### config.mk
export PLATFORM = sky130hd
export DESIGN_NAME = centroid_calc
export DESIGN_NICKNAME = d
export VERILOG_FILES = /design/src/rtl/centroid_pkg.sv /design/src/rtl/centroid_calc_seq_divider.sv /design/src/rtl/centroid_calc.sv
export SDC_FILE = /design/constraint.sdc
export NUM_CORES = 1
export LEC_CHECK = 0
export BUFFER_PORTS_ARGS = -buffer_cell sky130_fd_sc_hd__clkbuf_2
export CAP_MARGIN = 10
export CORE_MARGIN = 2
export CORE_UTILIZATION = 35
export DETAILED_ROUTE_END_ITERATION = 16
export SLEW_MARGIN = 10
export SYNTH_ARGS = -nofsm -noshare
export SYNTH_HDL_FRONTEND = slang
export SYNTH_HIERARCHICAL = 1
export SYNTH_SLANG_ARGS = --single-unit
### constraint.sdc
create_clock -name clk -period 4.8 [get_ports clk]
set_input_delay 0.96 -clock clk [delete_from_list [all_inputs] [get_ports clk]]
set_output_delay 0.96 -clock clk [all_outputs]
set_load 0.05 [all_outputs]
### src/rtl/centroid_pkg.sv
// Shared widths, frame-size defaults and FSM encoding for the centroid block.
package centroid_pkg;
  localparam int IMG_W_DEF = 1280;
  localparam int IMG_H_DEF = 720;
  localparam int X_W       = 11;
  localparam int Y_W       = 10;
  localparam int M_W       = 20;
  localparam int MX_W      = 32;

  typedef enum logic [1:0] {
    IDLE   = 2'd0,
    DIV_X  = 2'd1,
    DIV_Y  = 2'd2,
    UPDATE = 2'd3
  } state_t;
endpackage

### src/rtl/centroid_calc_seq_divider.sv
// Unsigned restoring divider, one quotient bit per clock; done is high exactly
// MX_W cycles after start with the quotient valid in that cycle.
module seq_divider
  import centroid_pkg::*;
(
  input  logic            clk,
  input  logic            rst,
  input  logic            start,
  input  logic [MX_W-1:0] dividend,
  input  logic [M_W-1:0]  divisor,
  output logic [MX_W-1:0] quotient,
  output logic            done
);
  localparam int CNT_W = $clog2(MX_W + 1);

  logic [M_W-1:0]   rem_q, rem_d;
  logic [MX_W-1:0]  quo_q, quo_d;
  logic [M_W-1:0]   dvs_q, dvs_d;
  logic [CNT_W-1:0] cnt_q, cnt_d;
  logic             active_q, active_d;

  // One restoring step: shift the next dividend bit into the remainder and
  // subtract when it fits. The low M_W bits of the difference are exact
  // because a successful subtraction always leaves a remainder below divisor.
  function automatic logic [M_W+MX_W-1:0] div_step(
    input logic [M_W-1:0]  rem,
    input logic [MX_W-1:0] quo,
    input logic [M_W-1:0]  dvs
  );
    logic [M_W:0]   trial;
    logic [M_W-1:0] diff;
    trial = {rem, quo[MX_W-1]};
    diff  = trial[M_W-1:0] - dvs;
    if (trial >= {1'b0, dvs})
      return {diff, quo[MX_W-2:0], 1'b1};
    else
      return {trial[M_W-1:0], quo[MX_W-2:0], 1'b0};
  endfunction

  always_comb begin
    rem_d    = rem_q;
    quo_d    = quo_q;
    dvs_d    = dvs_q;
    cnt_d    = cnt_q;
    active_d = active_q;
    if (start) begin
      {rem_d, quo_d} = div_step('0, dividend, divisor);
      dvs_d          = divisor;
      cnt_d          = CNT_W'(1);
      active_d       = 1'b1;
    end else if (active_q) begin
      if (cnt_q == CNT_W'(MX_W)) begin
        active_d = 1'b0;
      end else begin
        {rem_d, quo_d} = div_step(rem_q, quo_q, dvs_q);
        cnt_d          = cnt_q + 1'b1;
      end
    end
  end

  always_ff @(posedge clk) begin
    if (rst) begin
      active_q <= 1'b0;
      cnt_q    <= '0;
    end else begin
      active_q <= active_d;
      cnt_q    <= cnt_d;
    end
  end

  always_ff @(posedge clk) begin
    rem_q <= rem_d;
    quo_q <= quo_d;
    dvs_q <= dvs_d;
  end

  assign done     = active_q && (cnt_q == CNT_W'(MX_W));
  assign quotient = quo_q;
endmodule

### src/rtl/centroid_calc.sv
// Frame centroid of a binary mask: moments accumulate while pixels stream,
// then one shared sequential divider produces x and y at end of frame.
module centroid_calc
  import centroid_pkg::*;
#(
  parameter int IMG_W = IMG_W_DEF,
  parameter int IMG_H = IMG_H_DEF
) (
  input  logic           clk,
  input  logic           rst,
  input  logic           de,
  input  logic           vsync,
  input  logic           hsync,
  input  logic [23:0]    mask,
  output logic [X_W-1:0] xcent,
  output logic [Y_W-1:0] ycent,
  output logic           cent_valid,
  output logic           busy
);
  logic [X_W-1:0]  x_q, x_d;
  logic [Y_W-1:0]  y_q, y_d;
  logic [M_W-1:0]  m_q, m_d;
  logic [MX_W-1:0] mx_q, mx_d;
  logic [MX_W-1:0] my_q, my_d;
  logic            vs_prev_q;
  logic [M_W-1:0]  op_m_q;
  logic [MX_W-1:0] op_mx_q, op_my_q;
  logic [X_W-1:0]  qx_q;
  logic            start_q;
  logic [X_W-1:0]  xcent_q;
  logic [Y_W-1:0]  ycent_q;
  logic            valid_q;
  state_t          state_q, state_d;

  logic            eof, accept;
  logic            div_start, div_done;
  logic [MX_W-1:0] div_dividend, div_quot;
  logic            unused_bits;

  assign unused_bits = ^{hsync, mask[23:1], div_quot[MX_W-1:X_W]};

  assign eof    = vsync && !vs_prev_q;
  // A frame ending while a division runs is dropped so its operands never
  // overwrite the ones still being divided.
  assign accept = eof && (state_q == IDLE) && (m_q != '0);

  always_comb begin
    x_d = x_q;
    y_d = y_q;
    if (vsync) begin
      x_d = '0;
      y_d = '0;
    end else if (de) begin
      if (x_q == X_W'(IMG_W - 1)) begin
        x_d = '0;
        y_d = (y_q == Y_W'(IMG_H - 1)) ? '0 : y_q + 1'b1;
      end else begin
        x_d = x_q + 1'b1;
      end
    end
  end

  always_comb begin
    m_d  = m_q;
    mx_d = mx_q;
    my_d = my_q;
    if (eof) begin
      m_d  = '0;
      mx_d = '0;
      my_d = '0;
    end else if (de && !vsync && mask[0]) begin
      m_d  = m_q + 1'b1;
      mx_d = mx_q + MX_W'(x_q);
      my_d = my_q + MX_W'(y_q);
    end
  end

  always_comb begin
    state_d   = state_q;
    div_start = start_q;
    case (state_q)
      IDLE:   if (accept) state_d = DIV_X;
      DIV_X:  if (div_done) begin
                state_d   = DIV_Y;
                div_start = 1'b1;
              end
      DIV_Y:  if (div_done) state_d = UPDATE;
      UPDATE: state_d = IDLE;
      default: state_d = IDLE;
    endcase
  end

  // The Y division is launched in the same cycle the X quotient completes.
  assign div_dividend = (state_q == DIV_X && !div_done) ? op_mx_q : op_my_q;

  seq_divider u_div (
    .clk      (clk),
    .rst      (rst),
    .start    (div_start),
    .dividend (div_dividend),
    .divisor  (op_m_q),
    .quotient (div_quot),
    .done     (div_done)
  );

  always_ff @(posedge clk) begin
    if (rst) begin
      state_q   <= IDLE;
      start_q   <= 1'b0;
      vs_prev_q <= 1'b0;
      x_q       <= '0;
      y_q       <= '0;
      m_q       <= '0;
      mx_q      <= '0;
      my_q      <= '0;
      xcent_q   <= '0;
      ycent_q   <= '0;
      valid_q   <= 1'b0;
    end else begin
      state_q   <= state_d;
      start_q   <= accept;
      vs_prev_q <= vsync;
      x_q       <= x_d;
      y_q       <= y_d;
      m_q       <= m_d;
      mx_q      <= mx_d;
      my_q      <= my_d;
      valid_q   <= (state_q == UPDATE);
      if (state_q == UPDATE) begin
        xcent_q <= qx_q;
        ycent_q <= div_quot[Y_W-1:0];
      end
    end
  end

  always_ff @(posedge clk) begin
    if (accept) begin
      op_m_q  <= m_q;
      op_mx_q <= mx_q;
      op_my_q <= my_q;
    end
    if (state_q == DIV_X && div_done) qx_q <= div_quot[X_W-1:0];
  end

  assign xcent      = xcent_q;
  assign ycent      = ycent_q;
  assign cent_valid = valid_q;
  assign busy       = (state_q != IDLE);
endmodule

# Word level (Yosys, flattened, before mapping)
# Index checks and enable logic that the tools add are counted.
# totals
ff_bits	305
out_inout_bits	23
word_cells	87
# op_classes
add_sub_neg	8
magnitude_cmp	2
eq_ne	10
muxes	23
n_bitwise	1
reduce_logical	22
# ops
operator	n
two-way mux 32 bit	4
two-way mux 52 bit	2
two-way mux 20 bit	3
adder 32 x 10 -> 32 bit	1
adder 32 x 11 -> 32 bit	1
greater-or-equal comparator 21 x 20 -> 1 bit	1
adder 20 x 1 -> 20 bit (second input constant)	1
greater-or-equal comparator 1 x 20 -> 1 bit	1
nonzero test 20 bit	1
subtractor 1 x 20 -> 20 bit	1
subtractor 20 bit	1
adder 11 x 1 -> 11 bit (second input constant)	1
equality test 11 bit (second input constant)	1
two-way mux 11 bit	1
adder 10 x 1 -> 10 bit (second input constant)	1
equality test 10 bit (second input constant)	1
two-way mux 10 bit	1
logical AND 1 bit	8
two-way mux 1 bit	8
!= test 2 bit (second input constant)	4
case mux 2 bit (4 select lines)	1
adder 6 x 1 -> 6 bit (second input constant)	1
equality test 6 bit (second input constant)	1
two-way mux 2 bit	3
9 further kinds	17

# Longest topological paths before layout
# logic_depth
depth_word	8
ltp_mapped	16

# Hierarchy
# Netlist, hierarchy kept.
# modules_own_cells
module	n_inst	cells_each	area_per_inst_um2	seq_area_each_um2
centroid_calc	1	890	9839.4	5475.3
seq_divider	1	405	4624.4	2302.2

# Worst setup path after synthesis
# Ideal clock, no wire load.
# synth_timing
path_type	in2reg
from	in vsync
to	reg op_m_q[0], enable pin
setup_ns	0.437
t_arrival_ns	2.972
required_ns	4.363
path_slack_ns	1.391
stages	3
cell_sequence	nor2b_1 o211ai_1 inv_1
# synth_between
elab_chain_cells	3
# synth_rtl
item	line_no	rtl
start: declaration	centroid_calc.sv:12	input logic vsync,
logical AND 1 bit	centroid_calc.sv:42	assign eof = vsync && !vs_prev_q;
logical AND 1 bit (2 in a row)	centroid_calc.sv:45	assign accept = eof && (state_q == IDLE) && (m_q != '0);
named net accept	centroid_calc.sv:35	logic eof, accept;
end signal: assignment	centroid_calc.sv:138	op_m_q <= m_q;
end: declaration	centroid_calc.sv:26	logic [M_W-1:0] op_m_q;
# The timed path passes the listed nets, and every way through them passes these cells.
# A chain may end at the register's enable or synchronous reset.

# Worst setup path after layout
# layout_timing
from	reg u_div.cnt_q[2]
to	reg u_div.rem_q[9], data pin
# layout_lines
item	line_no	rtl
start: declaration	centroid_calc_seq_divider.sv:19	logic [CNT_W-1:0] cnt_q, cnt_d;
start signal: assignment	centroid_calc_seq_divider.sv:67	cnt_q <= cnt_d;
equality test 6 bit	centroid_calc_seq_divider.sv:77	assign done = active_q && (cnt_q == CNT_W'(MX_W));
logical AND 1 bit	centroid_calc_seq_divider.sv:77	
named net div_done	centroid_calc.sv:36	logic div_start, div_done;
two-way mux 1 bit	centroid_calc.sv:83	DIV_X: if (div_done) begin
two-way mux 1 bit	centroid_calc.sv:81	case (state_q)
named net div_start	centroid_calc.sv:36	
two-way mux 20 bit	centroid_calc_seq_divider.sv:46	if (start) begin
named net u_div.rem_d[9]	centroid_calc_seq_divider.sv:16	logic [M_W-1:0] rem_q, rem_d;
end signal: assignment	centroid_calc_seq_divider.sv:72	rem_q <= rem_d;
end: declaration	centroid_calc_seq_divider.sv:16	
# The timed path passes the listed nets, and every way through them passes these cells.

==> out/summary.txt <==
Status: finished clean
Layout Skew: 16.1 ps
Slew at the pin closest to its max-slew limit: 842 ps
Hold Path Cell Cnt: 0
Fin crit share: 0.799
Largest stage delay, worst path: 630 ps
Crit path cell chain: nor4b_1 > and3_1 > and2_1 > or2_4 > clkinv_1 > nor4_1 > o21ai_1 > o21ai_1
H-tree Lvls: 1
CTS tree: done
Nets: 1408
Core Footprint: 40800 um2
Dpl hpwl: 21000 um
RSZ-0062 raised after global routing: no
First-pass GRT wire length: 49000 um
Filler cells: 3852
Top FF cell, synth: edfxtp_1
CTS Sinks: 305
Worst-case clock buffer depth: 3
1st-pass router iterations: 5
Vias/cell: 5.18
Total number of vias: 9734
WL/cell: 16.0 um
Vias in the first global route: 9356
PostCTS Resize Cnt: 0
Syn nets: 1380
Initial core utilization: 0.354
Setup TNS: 0 ps
Largest net degree at the start of global routing: 51
Design area: 16200 um2
RePlAce Congestion: 0.842
Worst Setup End Kind: register
Reg area: 7780 um2
Die area: 43000 um2
Clk_lat worst skew: 560 ps
Share of post-route cells with drive strength above 1: 0.135
DRT iter0 DRCs: 691
Post-Route WL: 30100 um
Clock Pin Slew Worst Setup and Hold Paths: 70 ps
Final ANT Viol Nets: 0
# IOs: 52
Max-Cap Viols: 0
P_leak: 5.89 nW
# DRC: 0
Buffer count from post-CTS setup fixing: 0
Dpl cell area: 15200 um2
Crit-path slowest cell: nor4_1
Chip width: 207 um
CP required: 5200 ps
Congestion Overflow GR: 0
CTS Hold Bufs: 0
Synth Register Bits: 305
Final hold slack: 443 ps
Initial antenna violation count: 0
Post-synthesis area per instance: 11.2 um2
Slew margin rel.: 0.437
GR Util All Layers: 0.137
Hold Crit Start: op_m_q[11]
Setup Crit Path Kind: reg2reg
Fmax: 261 MHz
Ys Warns: 6
N_diodes: 0
Area of the multi-input gates: 6300 um2
Cells on worst reg2reg path: 8
Sequential-to-total area share from yosys stat: 0.538
Netlist cell types: 77
Pwr Density: 343 nW/um2
CP Launch Type: register
FF-to-FF Start: u_div/cnt_q[2]
Mapped Cells: 1295
Max Slew Vio Count: 0
Area Overhead vs Synth: 12.3%
Worst setup path start: u_div/cnt_q[2]
Core Rows: 74
CP arrival: 4240 ps
Clk root buf: clkbuf_16
Asr flop ratio synth: 0
Die Y: 207 um
Worst vdd ir: 0.000223 V
Setup violators final: 0
Synthesized area: 14500 um2
Final Hold Viols: 0
Hold WC Path Type: reg2reg
CP dominant cell by count: o21ai_1
TritonCTS Buffers: 31
Number of flops mapped to enable cells by yosys: 167
I/O Buffers: 27
Critical Path Fanout Max: 31
Crit path time final: 3840 ps
## cell usage in the layout (no fill, tap or decap), drive strengths merged, types with 10 or more instances in the layout
master / synthesis / routed
a211oi: 15 / 15
a21o: 18 / 18
a21oi: 67 / 67
and3: 17 / 17
and4: 10 / 10
buf: 18 / 12
clkbuf: 26 / 66
clkinv: 1 / 11
dfxtp: 138 / 138
edfxtp: 167 / 167
ha: 53 / 53
inv: 50 / 52
mux2: 66 / 66
mux2i: 41 / 41
nand2: 87 / 87
nand3: 32 / 32
nand4: 26 / 26
nor2: 129 / 129
nor2b: 13 / 13
nor3: 24 / 24
nor4: 12 / 12
o211ai: 14 / 14
o21a: 11 / 11
o21ai: 50 / 50
o31ai: 15 / 15
or3: 18 / 18
or4: 11 / 11
xnor2: 37 / 37
xor2: 37 / 37
## layer usage
metal  vias up  wire (um)  global-route usage
li1       4853          -                   -
met1      4657      14400               0.191
met2       177      13900               0.222
met3        47       1110              0.0201
met4         0        650              0.0377
met5         -          0                   0
## cells in the mapped netlist, types with 11 or more instances
master	instances	area (um2)
mux2_2	65	732
a21oi_1	66	330
o211ai_1	14	105
o31ai_1	13	97.6
o21a_1	11	82.6
nand3_1	31	155
mux2i_1	41	410
nor3_1	21	105
xnor2_1	37	324
clkbuf_1	26	97.6
nand2_1	87	327
o21ai_0	31	155
xor2_1	37	324
or3_1	18	113
nand4_1	25	156
inv_1	50	188
nor2_1	126	473
dfxtp_1	138	2760
a211oi_1	13	97.6
o21ai_1	19	95.1
a21o_1	18	135
ha_1	53	663
and3_1	17	106
edfxtp_1	167	5010
nor2b_1	13	81.3
## registers in the layout (all words and copies together) (netlist names), 32 cells and up
| register | cells |
|---|---|
| mx_q | 32 |
| op_mx_q | 32 |
| u_div/quotient | 32 |
| my_q | 32 |
| op_my_q | 32 |
## cells by family after synthesis
| kind of cell | after synthesis | synth area share |
|---|---|---|
| adders and majority gates | 56 | 0.0500 |
| muxes | 107 | 0.0800 |
| DFF | 305 | 0.538 |
| xor gates and xnor gates | 74 | 0.0448 |
| and+or+nand+nor | 417 | 0.148 |
| buffers and inverters | 95 | 0.0269 |
| AOI/OAI and AO/OA | 241 | 0.113 |
## through the flow
step / std cells / total power [mW] / util / setup WS, ps
6_report: 1880 / 5.56 / 0.398 / 964
5_1_grt: 1880 / 5.77 / 0.398 / 512
4_1_cts: 1880 / 5.63 / 0.398 / 914
3_5_place_dp: 1822 / 3.11 / 0.372 / 940
3_3_place_gp: 1822 / 3.10 / 0.372 / 1030
2_1_floorplan: 1295 / 3.03 / - / 1390
## worst max-delay path: cells and delay by family (launching register included)
family | cells | cell delay, ps
flops | 1 | 340
buf+inv | 1 | 400
compound gates | 2 | 660
simple gates | 5 | 2280
## report_power, final
part | internal (mW) | switching (mW) | leakage, nW
registers | 2.76 | 0.0118 | 2.72
logic | 0.112 | 0.170 | 2.66
clock network | 1.51 | 1.00 | 0.516
total | 4.38 | 1.18 | 5.89
## cell type report
class / count / area share
clock buffers: 39 / 0.0496
clock inverters: 19 / 0.0156
inverters: 51 / 0.0119
multi-input cells: 895 / 0.388
flip-flops and latches: 305 / 0.479
well taps: 532 / 0.0410
repair buffers: 39 / 0.0146
## final timing paths
path | slack, ps | endpoint
setup / recovery | 960 | u_div/rem_q[9]
hold / removal | 440 | u_div/dvs_q[11]
setup reg to reg | 960 | u_div/rem_q[9]
hold reg to reg | 440 | u_div/dvs_q[11]
No activity file was read; power rests on OpenSTA's default activity.
